File: config.mk
export PLATFORM = sky130hd
export DESIGN_NAME = score_bcd_accumulator
export DESIGN_NICKNAME = d
export VERILOG_FILES = /design/src/rtl/tetris_score_pkg.sv /design/src/rtl/bcd_digit_inc.sv /design/src/rtl/score_bcd_accumulator.sv
export SDC_FILE = /design/constraint.sdc
export NUM_CORES = 1
export LEC_CHECK = 0
export ABC_AREA = 1
export CAP_MARGIN = 0
export CORE_MARGIN = 10
export CORE_UTILIZATION = 54
export CTS_BUF_LIST = sky130_fd_sc_hd__clkbuf_4 sky130_fd_sc_hd__clkbuf_8
export DETAILED_ROUTE_END_ITERATION = 10
export PLACE_DENSITY = 0.82
export SYNTH_ARGS = -nofsm -noshare
export SYNTH_HDL_FRONTEND = slang
export SYNTH_HIERARCHICAL = 1
export SYNTH_SLANG_ARGS = --single-unit
File: constraint.sdc
create_clock -name clk -period 3 [get_ports clk]
set_input_delay 0.45 -clock clk [delete_from_list [all_inputs] [get_ports clk]]
set_output_delay 0.45 -clock clk [all_outputs]
set_load 0.05 [all_outputs]
File: src/rtl/tetris_score_pkg.sv
// Shared constants and types for the Tetris score path: BCD digit width,
// digit maximum, default points per line-clear size, and the accumulator states.
package tetris_score_pkg;

    localparam int BCD_W      = 4;
    localparam int NUM_DIGITS = 4;

    typedef logic [BCD_W-1:0] bcd_digit_t;

    localparam bcd_digit_t DIGIT_MAX = 4'd9;

    localparam logic [3:0] DEF_PTS_1 = 4'd1;
    localparam logic [3:0] DEF_PTS_2 = 4'd3;
    localparam logic [3:0] DEF_PTS_3 = 4'd5;
    localparam logic [3:0] DEF_PTS_4 = 4'd8;

    typedef enum logic {
        IDLE = 1'b0,
        ADD  = 1'b1
    } state_t;

endpackage

File: src/rtl/bcd_digit_inc.sv
// Single BCD digit incrementer: adds carry_i to the digit, wrapping 9 -> 0
// and raising carry_o so digits can be chained into a ripple counter.
module bcd_digit_inc
    import tetris_score_pkg::*;
(
    input  bcd_digit_t digit_i,
    input  logic       carry_i,
    output bcd_digit_t digit_o,
    output logic       carry_o
);

    logic at_max;

    assign at_max  = (digit_i == DIGIT_MAX);
    assign carry_o = carry_i & at_max;

    always_comb begin
        digit_o = digit_i;
        if (carry_i) begin
            digit_o = at_max ? '0 : digit_i + 1'b1;
        end
    end

endmodule

File: src/rtl/score_bcd_accumulator.sv
// Converts line-clear events into points and adds them one per clock to a
// saturating four-digit BCD score that feeds the seven-segment display driver.
module score_bcd_accumulator
    import tetris_score_pkg::*;
#(
    parameter logic [3:0] PTS_1 = DEF_PTS_1,
    parameter logic [3:0] PTS_2 = DEF_PTS_2,
    parameter logic [3:0] PTS_3 = DEF_PTS_3,
    parameter logic [3:0] PTS_4 = DEF_PTS_4
)(
    input  logic       clk,
    input  logic       rst_n,
    input  logic       game_reset,
    input  logic       lines_valid,
    input  logic [2:0] lines_count,
    output logic       lines_ready,
    output logic [3:0] score4,
    output logic [3:0] score3,
    output logic [3:0] score2,
    output logic [3:0] score1,
    output logic       score_done,
    output logic       saturated
);

    state_t            state_q;
    logic [3:0]        remaining_q;
    bcd_digit_t        digit_q [NUM_DIGITS];
    bcd_digit_t        digit_d [NUM_DIGITS];
    logic [NUM_DIGITS:0] carry;
    logic              score_done_q;
    logic              saturated_q;
    logic [3:0]        load_pts;
    logic              all_nines;

    // Ripple chain with a constant carry-in: digit_d is always score + 1.
    assign carry[0] = 1'b1;

    generate
        for (genvar gi = 0; gi < NUM_DIGITS; gi++) begin : g_digit
            bcd_digit_inc u_inc (
                .digit_i (digit_q[gi]),
                .carry_i (carry[gi]),
                .digit_o (digit_d[gi]),
                .carry_o (carry[gi+1])
            );
        end
    endgenerate

    // Carry out of the top digit means every digit is 9.
    assign all_nines = carry[NUM_DIGITS];

    assign lines_ready = (state_q == IDLE) && !game_reset;

    always_comb begin
        load_pts = 4'd0;
        case (lines_count)
            3'd1:    load_pts = PTS_1;
            3'd2:    load_pts = PTS_2;
            3'd3:    load_pts = PTS_3;
            3'd4:    load_pts = PTS_4;
            default: load_pts = 4'd0;
        endcase
    end

    always_ff @(posedge clk) begin
        if (!rst_n) begin
            state_q      <= IDLE;
            remaining_q  <= 4'd0;
            score_done_q <= 1'b0;
            saturated_q  <= 1'b0;
            for (int i = 0; i < NUM_DIGITS; i++) begin
                digit_q[i] <= '0;
            end
        end else if (game_reset) begin
            state_q      <= IDLE;
            remaining_q  <= 4'd0;
            score_done_q <= 1'b0;
            saturated_q  <= 1'b0;
            for (int i = 0; i < NUM_DIGITS; i++) begin
                digit_q[i] <= '0;
            end
        end else begin
            score_done_q <= 1'b0;
            case (state_q)
                IDLE: begin
                    // Out-of-range counts are consumed silently.
                    if (lines_valid && lines_ready && (load_pts != 4'd0)) begin
                        remaining_q <= load_pts;
                        state_q     <= ADD;
                    end
                end
                ADD: begin
                    if (all_nines) begin
                        saturated_q  <= 1'b1;
                        remaining_q  <= 4'd0;
                        state_q      <= IDLE;
                        score_done_q <= 1'b1;
                    end else begin
                        for (int i = 0; i < NUM_DIGITS; i++) begin
                            digit_q[i] <= digit_d[i];
                        end
                        remaining_q <= remaining_q - 4'd1;
                        if (remaining_q == 4'd1) begin
                            state_q      <= IDLE;
                            score_done_q <= 1'b1;
                        end
                    end
                end
                default: state_q <= IDLE;
            endcase
        end
    end

    assign score1     = digit_q[0];
    assign score2     = digit_q[1];
    assign score3     = digit_q[2];
    assign score4     = digit_q[3];
    assign score_done = score_done_q;
    assign saturated  = saturated_q;

endmodule

==> run_results.csv <==
group,metric,value,unit
detailed_routing,ant_nets,0,
job,cap_violations,0,
layout,fin_nets,233,
synthesis,yosys.cell_types.count,22,
layout,diodes,0,
detailed_routing,drc,0,
synthesis,ys_seq_area_share,41.6,%
worst_setup_path,crit_path_end_kind,"register",
worst_setup_path,cp_cell_sequence,"nor2_1 -> nand3_1 -> inv_1 -> nand2_2 -> inv_1 -> nand3_1 -> inv_1 -> nand2_2 -> inv_1 -> nand3_1 -> inv_1 -> nand2_2 -> inv_1 -> nand3_1 -> inv_1 -> nor2_4 -> nand2_4 -> nand2_2 -> inv_2 -> nand2_1 -> a21oi_1",
worst_setup_path,max_stage_delay,0.49,ns
timing,skew,0.00154,ns
cts,htree_levels,1,
worst_setup_path,timing.rr.end,"digit_q[2][2]",
die,core,0.00248,mm2
global_routing,antenna_found_initial,0,
die,dieWidth,70.8,um
timing,relSlewSlack,65.3,%
global_routing,overflow,0,
power_and_ir_drop,intPower,440,uW
placed_design,gp_congestion,0.855,
layout,fillers,218,
detailed_routing,wl_per_cell,11.0,um
worst_setup_path,cp-start-kind,"register",
cts,clk_path_buf_depth,2,
worst_setup_path,cp_common_cell,"inv_1",
timing,worst_pin_slew,0.519,ns
power_and_ir_drop,vdd_drop_max,0.249,mV
layout,drive_gt1_share,9.87,%
worst_setup_path,r2r_slack,0.41,ns
global_routing,grt_pass1_vias,1193,
timing,setup_slack,0.407,ns
min_path,hold_depth,2,
cts,post_cts_resized,0,
synthesis,syn_avg_cell_area,7.19,um2
timing,hold_violations,0,
layout,seqCellArea,581,um2
cts,cts-root-buf,"clkbuf_4",
detailed_routing,drt_iter0_drc,65,
cts,tritoncts,"done",
timing,setup_viol,0,
die,ios,26,
placed_design,pre_cts_ws,0.430,ns
min_path,hp-class,"register to register",
die,die-area,0.00502,mm2
placed_design,hpwlAfterDp,2290,um
layout,syn_to_final_growth,22.5,%
timing,finalCriticalPeriod,2.59,ns
synthesis,netlist_area,0.00140,mm2
worst_setup_path,crit_arrival,2.83,ns
die,rows,18,
detailed_routing,vias,1252,
synthesis,synth_seq_cells,23,
placed_design,dp.cells,249,
timing,finalCritPeriodShare,86.4,%
power_and_ir_drop,comb_power_share,21.1,%
placed_design,io_buffers,25,
worst_setup_path,critPathSlowestCell,"edfxtp_1",
timing,whs,0.486,ns
global_routing,grtUsageTotal,11.1,%
synthesis,syn-instance-count,194,
cts,clkSinkCount,23,
timing,drv_slew,0,
min_path,hp-start,"digit_q[2][1]",
layout,fin_util,69.0,%
cts,clkLatencyLatePin,0.30,ns
detailed_routing,wirelength,2780,um
power_and_ir_drop,p_sw_share,30.0,%
timing,tns,0,ns
cts,cts_setup_buffers,0,
worst_setup_path,path_buf_inv,8,
layout,layout_commonest_cell,"nor2_1",
layout,layout_common_cells,"nor2_1 (39), inv_1 (38), nand2_1 (26), clkdlybuf4s50_1 (25), a21oi_1 (18)",
power_and_ir_drop,p_per_area,367,mW/mm2
layout,instances_no_fill,253,
layout,multi_input_area,653,um2
run_status,outcome,"completed",
synthesis,yosys_warnings,6,
detailed_routing,drt-pass1-iter-count,4,
worst_setup_path,crit_family,"simple AND/OR/NAND/NOR gates",
detailed_routing,via_per_inst,4.95,
worst_setup_path,r2r-start,"digit_q[0][2]",
power_and_ir_drop,p_clk_share,21.9,%
power_and_ir_drop,finalPower,628,uW
power_and_ir_drop,p_switching,188,uW
worst_setup_path,required,3.24,ns
power_and_ir_drop,power.leakage,0.799,nW
timing,rsz0062_at_grt,"false",
worst_setup_path,crit_type,"register to register",
layout,final_cell_area,0.00171,mm2
worst_setup_path,reg2regPathDepth,21,
cts,ctsHoldBuffers,0,
min_path,min_to,"digit_q[2][1]",
cts,clk_pin_slew,0.12,ns
global_routing,grt_max_degree,15,
cts,cts_buffers,3,
timing,fmax,386,MHz
power_and_ir_drop,seq_power_share,57.0,%
global_routing,grt_first_pass_wirelength,4910,um
die,die_h,70.8,um
die,start_util,56.3,%
worst_setup_path,cp_max_fo,14,
placed_design,placed_cell_area,0.00168,mm2
## flip-flops by register name (all words and copies together) (netlist names)
| signal | flops |
|---|---|
| digit_q | 16 |
| remaining_q | 4 |
| saturated | 1 |
| score_done | 1 |
| state_q | 1 |
## cell usage after synthesis
cell type	count	area share, %
edfxtp_1	12	26
o21ai_0	5	1.8
nand2_1	26	7.0
nand2_4	1	0.81
inv_2	3	0.81
buf_2	1	0.36
nor3b_2	1	0.90
a211oi_1	1	0.54
xor2_1	4	2.5
nor2_4	5	4.0
nand3_1	16	5.7
dfxtp_1	11	16
nand2_2	6	2.7
inv_1	38	10
xnor2_1	1	0.63
inv_4	1	0.45
conb_1	1	0.27
a21oi_1	18	6.5
ha_1	2	1.8
nor2_1	39	10
nand4_1	1	0.45
or2_2	1	0.45
## per-layer routing
metal | vias to the layer above | GRT usage [%] | wire (um)
li1 | 665 | - | -
met3 | 2 | 4.04 | 226
met5 | - | 0 | 0
met1 | 546 | 11.9 | 1200
met4 | 0 | 3.66 | 17
met2 | 39 | 19.8 | 1340
## area by class of cell
type | instances | share of cell area (%)
clock buffers | 3 | 1.32
clock inverters | 1 | 0.293
multi-input cells | 129 | 38.2
repair buffers | 25 | 14.6
inverters | 42 | 9.37
flip-flops and latches | 23 | 34.0
well taps | 30 | 2.20
## power groups by stage
stage	clock network [mW]	registers, mW	logic [mW]
finish	0.138	0.358	0.133
CTS	0.145	0.358	0.134
floorplan	0	0.397	0.0573
detailed placement	0	0.365	0.134
global route	0.160	0.360	0.146
global placement	0	0.363	0.131
## worst reg2reg max path: cells and delay by family (launching register included)
kind,cells,cell delay [ns]
DFF,1,0.49
AOI/OAI and AO/OA,1,0.12
and+or+nand+nor,12,1.15
buffers and inverters,8,0.78
## kinds of logic after synthesis
logic type,Yosys count,synth area share [%]
AND/OR/NAND/NOR,96,32.6
buffers and inverters,43,11.8
AO/OA/AOI/OAI,24,8.79
flip-flops,23,41.6
XOR/XNOR,5,3.14
adder cells (fa/ha/maj),2,1.79
other,1,0.269
## worst max path at each step
| stage | end | slack, ns | start | cells after the start |
|---|---|---|---|---|
| 6_report | digit_q[2][2] | 0.41 | digit_q[0][2] | 21 |
| 4_1_cts | digit_q[2][3] | 0.40 | digit_q[0][2] | 21 |
| 5_1_grt | digit_q[2][1] | 0.09 | digit_q[0][2] | 21 |
| 3_5_place_dp | digit_q[2][3] | 0.43 | digit_q[0][2] | 21 |
| 2_1_floorplan | digit_q[0][0] | 0.23 | digit_q[0][0] | 20 |
| 3_3_place_gp | digit_q[1][3] | 0.55 | digit_q[0][0] | 19 |
Power figures use the tool's default switching activity.
